**config.mk**
```make
export PLATFORM = sky130hd
export DESIGN_NAME = conv_mac_pipe_flat
export DESIGN_NICKNAME = d
export VERILOG_FILES = /design/src/rtl/conv_mac_pipe_if.sv /design/src/rtl/conv_mac_pipe.sv /design/src/flat_wrapper.sv
export SDC_FILE = /design/constraint.sdc
export NUM_CORES = 2
export LEC_CHECK = 0
export CORE_MARGIN = 3
export CORE_UTILIZATION = 65
export CTS_BUF_LIST = sky130_fd_sc_hd__clkbuf_8
export DETAILED_ROUTE_END_ITERATION = 10
export PLACE_DENSITY = 0.82
export SETUP_SLACK_MARGIN = 0.1
export SLEW_MARGIN = 20
export SYNTH_ARGS = -nofsm -noshare
export SYNTH_HDL_FRONTEND = slang
export SYNTH_SLANG_ARGS = --single-unit
```
**constraint.sdc**
```tcl
create_clock -name clk -period 12.05 [get_ports clk]
set_clock_uncertainty 0.15 [all_clocks]
set_input_delay 1.8075 -clock clk [delete_from_list [all_inputs] [get_ports clk]]
set_output_delay 1.8075 -clock clk [all_outputs]
set_load 0.005 [all_outputs]
```
**src/rtl/conv_mac_pipe_if.sv**
```systemverilog
// conv_mac_pipe_if: bundles the coefficient-load, window and result streams of conv_mac_pipe.
// Latency: none (wires only).
// Backpressure: kw_ready / win_ready toward the source, out_ready from the sink.
// Ports: kw_valid/kw_data/kw_ready (coefficient load), kernel_clear/kernel_loaded (kernel control),
//        win_valid/win_data/win_ready (pixel windows), out_valid/out_data/out_ready (results).
// master = stimulus/source side, slave = the engine.
interface conv_mac_pipe_if #(
  parameter int K     = 3,
  parameter int DW    = 8,
  parameter int OUT_W = 20
);
  logic                 kw_valid;
  logic [DW-1:0]        kw_data;
  logic                 kw_ready;
  logic                 kernel_clear;
  logic                 kernel_loaded;
  logic                 win_valid;
  logic [K*K*DW-1:0]    win_data;
  logic                 win_ready;
  logic                 out_valid;
  logic [OUT_W-1:0]     out_data;
  logic                 out_ready;

  modport master (
    output kw_valid, kw_data, kernel_clear, win_valid, win_data, out_ready,
    input  kw_ready, kernel_loaded, win_ready, out_valid, out_data
  );

  modport slave (
    input  kw_valid, kw_data, kernel_clear, win_valid, win_data, out_ready,
    output kw_ready, kernel_loaded, win_ready, out_valid, out_data
  );
endinterface

```
**src/rtl/conv_mac_pipe.sv**
```systemverilog
// conv_mac_pipe: KxK convolution multiply-accumulate, serially loaded kernel, saturated result.
// Latency: 3 cycles from window acceptance to out_valid; 1 window/cycle throughput.
// Backpressure: whole pipeline holds while out_valid && !out_ready; win_ready drops meanwhile.
// Ports: clk, rst (async, active-high), bus (conv_mac_pipe_if.slave: kw_*, kernel_clear,
//        kernel_loaded, win_*, out_*).
// Optional build macro CONV_RELU_EN: clamp negative (SIGNED=1) results to zero in the output stage.
module conv_mac_pipe #(
  parameter int K      = 3,
  parameter int DW     = 8,
  parameter int SIGNED = 0,
  parameter int OUT_W  = 20
) (
  input  logic           clk,
  input  logic           rst,
  conv_mac_pipe_if.slave bus
);
  localparam int TAPS  = K * K;
  localparam int PW    = 2 * DW;
  localparam int ACC_W = 2 * DW + $clog2(TAPS);
  localparam int CNT_W = (TAPS > 1) ? $clog2(TAPS) : 1;
  localparam logic [CNT_W-1:0] LAST = CNT_W'(TAPS - 1);

  typedef enum logic [1:0] {EMPTY, LOAD, RUN} state_t;

  state_t           state_q, state_d;
  logic [CNT_W-1:0] cnt_q;
  logic [DW-1:0]    taps_q [TAPS];
  logic             clear_pending_q;

  logic [PW-1:0]    prod_q [TAPS];
  logic             s1_valid_q;
  logic [ACC_W-1:0] sum_d, sum_q;
  logic             s2_valid_q;
  logic [OUT_W-1:0] res_sat, res_d;
  logic             out_valid_q;
  logic [OUT_W-1:0] out_data_q;

  logic stall, pipe_empty, kw_fire, win_fire;

  assign stall      = out_valid_q && !bus.out_ready;
  assign pipe_empty = !s1_valid_q && !s2_valid_q && !out_valid_q;

  // kw_ready is forced low while reset is held so nothing is accepted mid-reset.
  assign bus.kw_ready      = !rst && (state_q != RUN);
  assign bus.kernel_loaded = (state_q == RUN);
  assign bus.win_ready     = (state_q == RUN) && !clear_pending_q && !stall;
  assign bus.out_valid     = out_valid_q;
  assign bus.out_data      = out_data_q;

  assign kw_fire  = bus.kw_valid && bus.kw_ready;
  assign win_fire = bus.win_valid && bus.win_ready;

  // Operands are extended to the product width first; the low 2*DW bits of the
  // wide product are then the exact (two's complement when signed) result.
  function automatic logic [PW-1:0] mul(input logic [DW-1:0] a, input logic [DW-1:0] b);
    logic [PW-1:0] ax, bx;
    if (SIGNED != 0) begin
      ax = PW'($signed(a));
      bx = PW'($signed(b));
    end else begin
      ax = PW'(a);
      bx = PW'(b);
    end
    return ax * bx;
  endfunction

  // ---------------- kernel load FSM ----------------
  always_comb begin
    state_d = state_q;
    case (state_q)
      EMPTY: begin
        if (bus.kernel_clear) state_d = EMPTY;
        else if (kw_fire)     state_d = (TAPS == 1) ? RUN : LOAD;
      end
      LOAD: begin
        if (bus.kernel_clear)                state_d = EMPTY;
        else if (kw_fire && cnt_q == LAST)   state_d = RUN;
      end
      RUN: begin
        // The kernel is only dropped once every in-flight window has drained.
        if (clear_pending_q && pipe_empty)   state_d = EMPTY;
      end
      default: state_d = EMPTY;
    endcase
  end

  always_ff @(posedge clk or posedge rst) begin
    if (rst) begin
      state_q         <= EMPTY;
      cnt_q           <= '0;
      clear_pending_q <= 1'b0;
      for (int i = 0; i < TAPS; i++) taps_q[i] <= '0;
    end else begin
      state_q <= state_d;
      case (state_q)
        EMPTY, LOAD: begin
          clear_pending_q <= 1'b0;
          if (bus.kernel_clear) begin
            cnt_q <= '0;
            for (int i = 0; i < TAPS; i++) taps_q[i] <= '0;
          end else if (kw_fire) begin
            taps_q[cnt_q] <= bus.kw_data;
            cnt_q         <= (cnt_q == LAST) ? '0 : cnt_q + 1'b1;
          end
        end
        RUN: begin
          if (clear_pending_q && pipe_empty) begin
            clear_pending_q <= 1'b0;
            for (int i = 0; i < TAPS; i++) taps_q[i] <= '0;
          end else if (bus.kernel_clear) begin
            clear_pending_q <= 1'b1;
          end
        end
        default: ;
      endcase
    end
  end

  // ---------------- arithmetic ----------------
  always_comb begin
    sum_d = '0;
    for (int i = 0; i < TAPS; i++) begin
      if (SIGNED != 0) sum_d = sum_d + ACC_W'($signed(prod_q[i]));
      else             sum_d = sum_d + ACC_W'(prod_q[i]);
    end
  end

  generate
    if (OUT_W >= ACC_W) begin : g_extend
      always_comb begin
        if (SIGNED != 0) res_sat = OUT_W'($signed(sum_q));
        else             res_sat = OUT_W'(sum_q);
      end
    end else begin : g_saturate
      always_comb begin
        res_sat = sum_q[OUT_W-1:0];
        if (SIGNED != 0) begin
          // In range only if every bit from the output sign bit upward agrees.
          if (!((&sum_q[ACC_W-1:OUT_W-1]) || !(|sum_q[ACC_W-1:OUT_W-1])))
            res_sat = sum_q[ACC_W-1] ? {1'b1, {(OUT_W-1){1'b0}}} : {1'b0, {(OUT_W-1){1'b1}}};
        end else begin
          if (|sum_q[ACC_W-1:OUT_W]) res_sat = '1;
        end
      end
    end
  endgenerate

  always_comb begin
    res_d = res_sat;
`ifdef CONV_RELU_EN
    if ((SIGNED != 0) && res_sat[OUT_W-1]) res_d = '0;
`else
    res_d = res_sat;
`endif
  end

  // ---------------- 3-stage pipeline ----------------
  always_ff @(posedge clk or posedge rst) begin
    if (rst) begin
      s1_valid_q  <= 1'b0;
      s2_valid_q  <= 1'b0;
      out_valid_q <= 1'b0;
      sum_q       <= '0;
      out_data_q  <= '0;
      for (int i = 0; i < TAPS; i++) prod_q[i] <= '0;
    end else if (!stall) begin
      s1_valid_q <= win_fire;
      for (int i = 0; i < TAPS; i++) prod_q[i] <= mul(bus.win_data[i*DW +: DW], taps_q[i]);
      s2_valid_q  <= s1_valid_q;
      sum_q       <= sum_d;
      out_valid_q <= s2_valid_q;
      if (s2_valid_q) out_data_q <= res_d;
    end
  end
endmodule

```
**src/flat_wrapper.sv**
```systemverilog
// flat-port wrapper written by rule: the top's interface ports become plain ports
module conv_mac_pipe_flat 
#(
  parameter int K      = 3,
  parameter int DW     = 8,
  parameter int SIGNED = 0,
  parameter int OUT_W  = 20
)
  (clk, rst, bus_kw_valid, bus_kw_data, bus_kernel_clear, bus_win_valid, bus_win_data, bus_out_ready, bus_kw_ready, bus_kernel_loaded, bus_win_ready, bus_out_valid, bus_out_data);
  conv_mac_pipe_if #(.K(K), .DW(DW), .OUT_W(OUT_W)) bus_i ();
  input  logic clk;
  input  logic rst;
  input wire logic [$bits(bus_i.kw_valid)-1:0] bus_kw_valid;
  input wire logic [$bits(bus_i.kw_data)-1:0] bus_kw_data;
  input wire logic [$bits(bus_i.kernel_clear)-1:0] bus_kernel_clear;
  input wire logic [$bits(bus_i.win_valid)-1:0] bus_win_valid;
  input wire logic [$bits(bus_i.win_data)-1:0] bus_win_data;
  input wire logic [$bits(bus_i.out_ready)-1:0] bus_out_ready;
  output wire logic [$bits(bus_i.kw_ready)-1:0] bus_kw_ready;
  output wire logic [$bits(bus_i.kernel_loaded)-1:0] bus_kernel_loaded;
  output wire logic [$bits(bus_i.win_ready)-1:0] bus_win_ready;
  output wire logic [$bits(bus_i.out_valid)-1:0] bus_out_valid;
  output wire logic [$bits(bus_i.out_data)-1:0] bus_out_data;
  assign bus_i.kw_valid = bus_kw_valid;
  assign bus_i.kw_data = bus_kw_data;
  assign bus_i.kernel_clear = bus_kernel_clear;
  assign bus_i.win_valid = bus_win_valid;
  assign bus_i.win_data = bus_win_data;
  assign bus_i.out_ready = bus_out_ready;
  assign bus_kw_ready = bus_i.kw_ready;
  assign bus_kernel_loaded = bus_i.kernel_loaded;
  assign bus_win_ready = bus_i.win_ready;
  assign bus_out_valid = bus_i.out_valid;
  assign bus_out_data = bus_i.out_data;
  conv_mac_pipe #(.K(K), .DW(DW), .SIGNED(SIGNED), .OUT_W(OUT_W)) u_core (.clk(clk), .rst(rst), .bus(bus_i));
endmodule
```
==> run metrics <==
count of pins over their slew limit 0; maximum level of the CTS H-tree 2; Cell Area, Synth 0.0346 mm2; Final GP Congestion ~0.95; drt drc 0; max incr delay on CP roughly 0.58 ns; worst reg2reg path startpoint u_core.prod_q[128]; hold_buf cts 0; unrepaired setup endpoints after global routing no; Starting Density 66.6%; first-pass GRT wire length ~140 mm; endpoints failing setup 0; Crit Path Max Fanout 8; Area Overhead vs Synth 8.00%; unique cell type count in the Yosys netlist 65; delay-heaviest family, CP adder cells; CTS tree yes; setup bufs post-CTS 0; ANT cells 0; Reg2Reg Setup Slack 5.70 ns; Ys Warns 0; run status finished, final reports clean; core area approximately 0.052 mm2; ANT nets after route 0; CP startpoint bus_win_data[36]; # rows 83; maximum clock rate roughly 150 MHz; register bit total from synthesis 266; Worst Hold Class flop to flop; ys async rst share 100%; die width 237 um; CP endpoint kind flop; critical path required time between 10 and 15 ns; pwr/cell area between 90 and 100 mW/mm2; Die ar. 0.0560 mm2; Critical Path Slowest Stage Cell a2111oi_0; Congestion Overflow GR 0; minimum clock period just under 7 ns; ys flop type dfrtp_1; worst ir drop on vdd about 0.11 mV; fraction of layout cells with a size suffix above 1 around 2.4%; 1st-pass router iterations 5; via count ~26000; critical path class primary input to flop; Hold Fails Final Rpt 0; synth cell count leaders 758 x inv_1, 545 x ha_1, 481 x nand2_1; IO Pins 110; IO buf count approximately 110; P_leak roughly 21 nW; total global-route track usage between 20% and 30%; Least-Margin Pin Slew between 1 and 1.5 ns; clk_lat worst skew approximately 0.64 ns; clock buffer depth 3; nets between 4000 and 5000; WP buf/inv 5; top cell type by total area after synthesis fa_1; Clk pin slew, worst setup/hold paths ~0.06 ns; drt total wl roughly 80 mm; Syn Area/Cell 9.07 um2; Synth area leaders fa_1 24%, ha_1 20%, dfrtp_1 19%, inv_1 8.2%, and2_1 6.7%; most common cell in the synthesized netlist inv_1; Yosys top cell area share a little under a quarter; fin crit share a little under three fifths; maxcap violations 0; hpwl dp approximately 64 mm; post-cts resize count 0; clock root buffer clkbuf_8; Slew HR between 20% and 30%; vias in the first global route 26700; CTS sink cnt between 200 and 300; vias per cell around 5.6; WHS around 0.32 ns; min-delay src u_core.prod_q[96]; pin count of the biggest net entering global routing approximately 120; syn nets approximately 4900; cells after synthesis about 3800; number of buffers created by CTS between 40 and 50; number of synthesized flops with an enable pin 0; crit path launch type primary input; initial antenna violation count 1; Seq/Total Area, Yosys approximately a fifth; crit path DAT 7.08 ns; Setup TNS 0 ns; DR WL/cell around 17 um; Iter 0 DRT Violations roughly 1800; die height between 200 and 250 um; crit-path cells clkdlybuf4s50_1, and2_1, fa_1, inv_1, fa_1, inv_1, ha_1, ha_1, inv_1, fa_1, inv_1, fa_1, ha_1, o21a_1, a2111oi_0, o21bai_1, a211o_1, a32o_1
==> where the power goes <==
part           switching [W]  leakage (nW)  internal [W]
clock               0.000420         0.570      0.000522
sequential         0.0000818          3.64      0.000986
combinational       0.000950          16.6      0.000646
total                0.00145          20.9       0.00215
==> tightest hold or removal path: cells and delay by family (launching register included) <==
kind | cells | cell delay (ns)
DFF | 1 | 0.34
and+or+nand+nor | 2 | 0.11
==> cell type report <==
cell class / instances / area, um2
Tap cell: 680 / 851
Multi-Input combinational cell: 2710 / 24800
Inverter: 760 / 2860
Clock inverter: 24 / 200
Timing Repair Buffer: 115 / 1140
Sequential cell: 266 / 6660
Fill cell: 3841 / 14600
Clock buffer: 61 / 840
==> metrics by stage <==
stage | instances | area [um2] | setup slack [ns] | util [%] | total power, W
after floorplan | 3812 | 34600 | 2.77 | - | 0.00218
after global placement | 4531 | 36300 | 4.98 | 69.9 | 0.00259
after detailed placement | 4531 | 36300 | 4.85 | 69.9 | 0.00264
after CTS | 4616 | 37400 | 5.49 | 71.9 | 0.00360
after global routing | 4616 | 37400 | 5.21 | 71.9 | 0.00386
final | 4616 | 37400 | 5.31 | 71.9 | 0.00361
==> kinds of logic (layout without fill, tap and decap cells) <==
| family | Yosys count | in the layout | share of synthesized area, % |
|---|---|---|---|
| xor gates and xnor gates | 117 | 117 | 2.96 |
| and+or+nand+nor | 1107 | 1107 | 15.6 |
| DFF | 266 | 266 | 19.2 |
| AOI/OAI and AO/OA | 505 | 505 | 8.80 |
| adders and majority gates | 956 | 956 | 43.5 |
| buffers and inverters | 836 | 960 | 9.07 |
| muxes | 25 | 25 | 0.800 |
==> cell usage in the layout, fill, tap and decap left out, types with 25 or more instances in the layout <==
| cell | n |
|---|---|
| a21o_1 | 42 |
| a21oi_1 | 140 |
| and2_1 | 373 |
| clkbuf_8 | 61 |
| clkdlybuf4s50_1 | 109 |
| dfrtp_1 | 266 |
| fa_1 | 411 |
| ha_1 | 545 |
| inv_1 | 766 |
| nand2_1 | 481 |
| nand3_1 | 31 |
| nor2_1 | 120 |
| nor3_1 | 25 |
| o21ai_0 | 56 |
| o21ai_1 | 128 |
| xnor2_1 | 65 |
| xor2_1 | 52 |
==> sequential cells by signal (all words and copies together) (netlist names), 2 cells and up <==
| register | count |
|---|---|
| u_core.prod_q | 144 |
| u_core.taps_q | 72 |
| u_core.bus.out_data | 20 |
| u_core.res_d | 20 |
| u_core.cnt_q | 4 |
| u_core.state_q | 2 |
==> routing by layer <==
layer	vias up	GRT usage, %	part of all wire, %
li1	12200	-	-
met1	12700	42.4	45
met2	786	47.2	45
met3	121	6.07	7.7
met4	0	7.04	2.4
met5	-	0	0
==> path summary, 6_finish.rpt <==
| check | cells past startpoint | endpoint |
|---|---|---|
| min in group asynchronous | 2 | u_core.state_q[0] |
| min | 2 | u_core.prod_q[96] |
| max reg2reg | 23 | u_core.res_d[17] |
| max | 18 | u_core.prod_q[78] |
| max in group asynchronous | 3 | u_core.prod_q[142] |
| min reg2reg | 2 | u_core.prod_q[96] |
(Power assumes the default switching activity.)
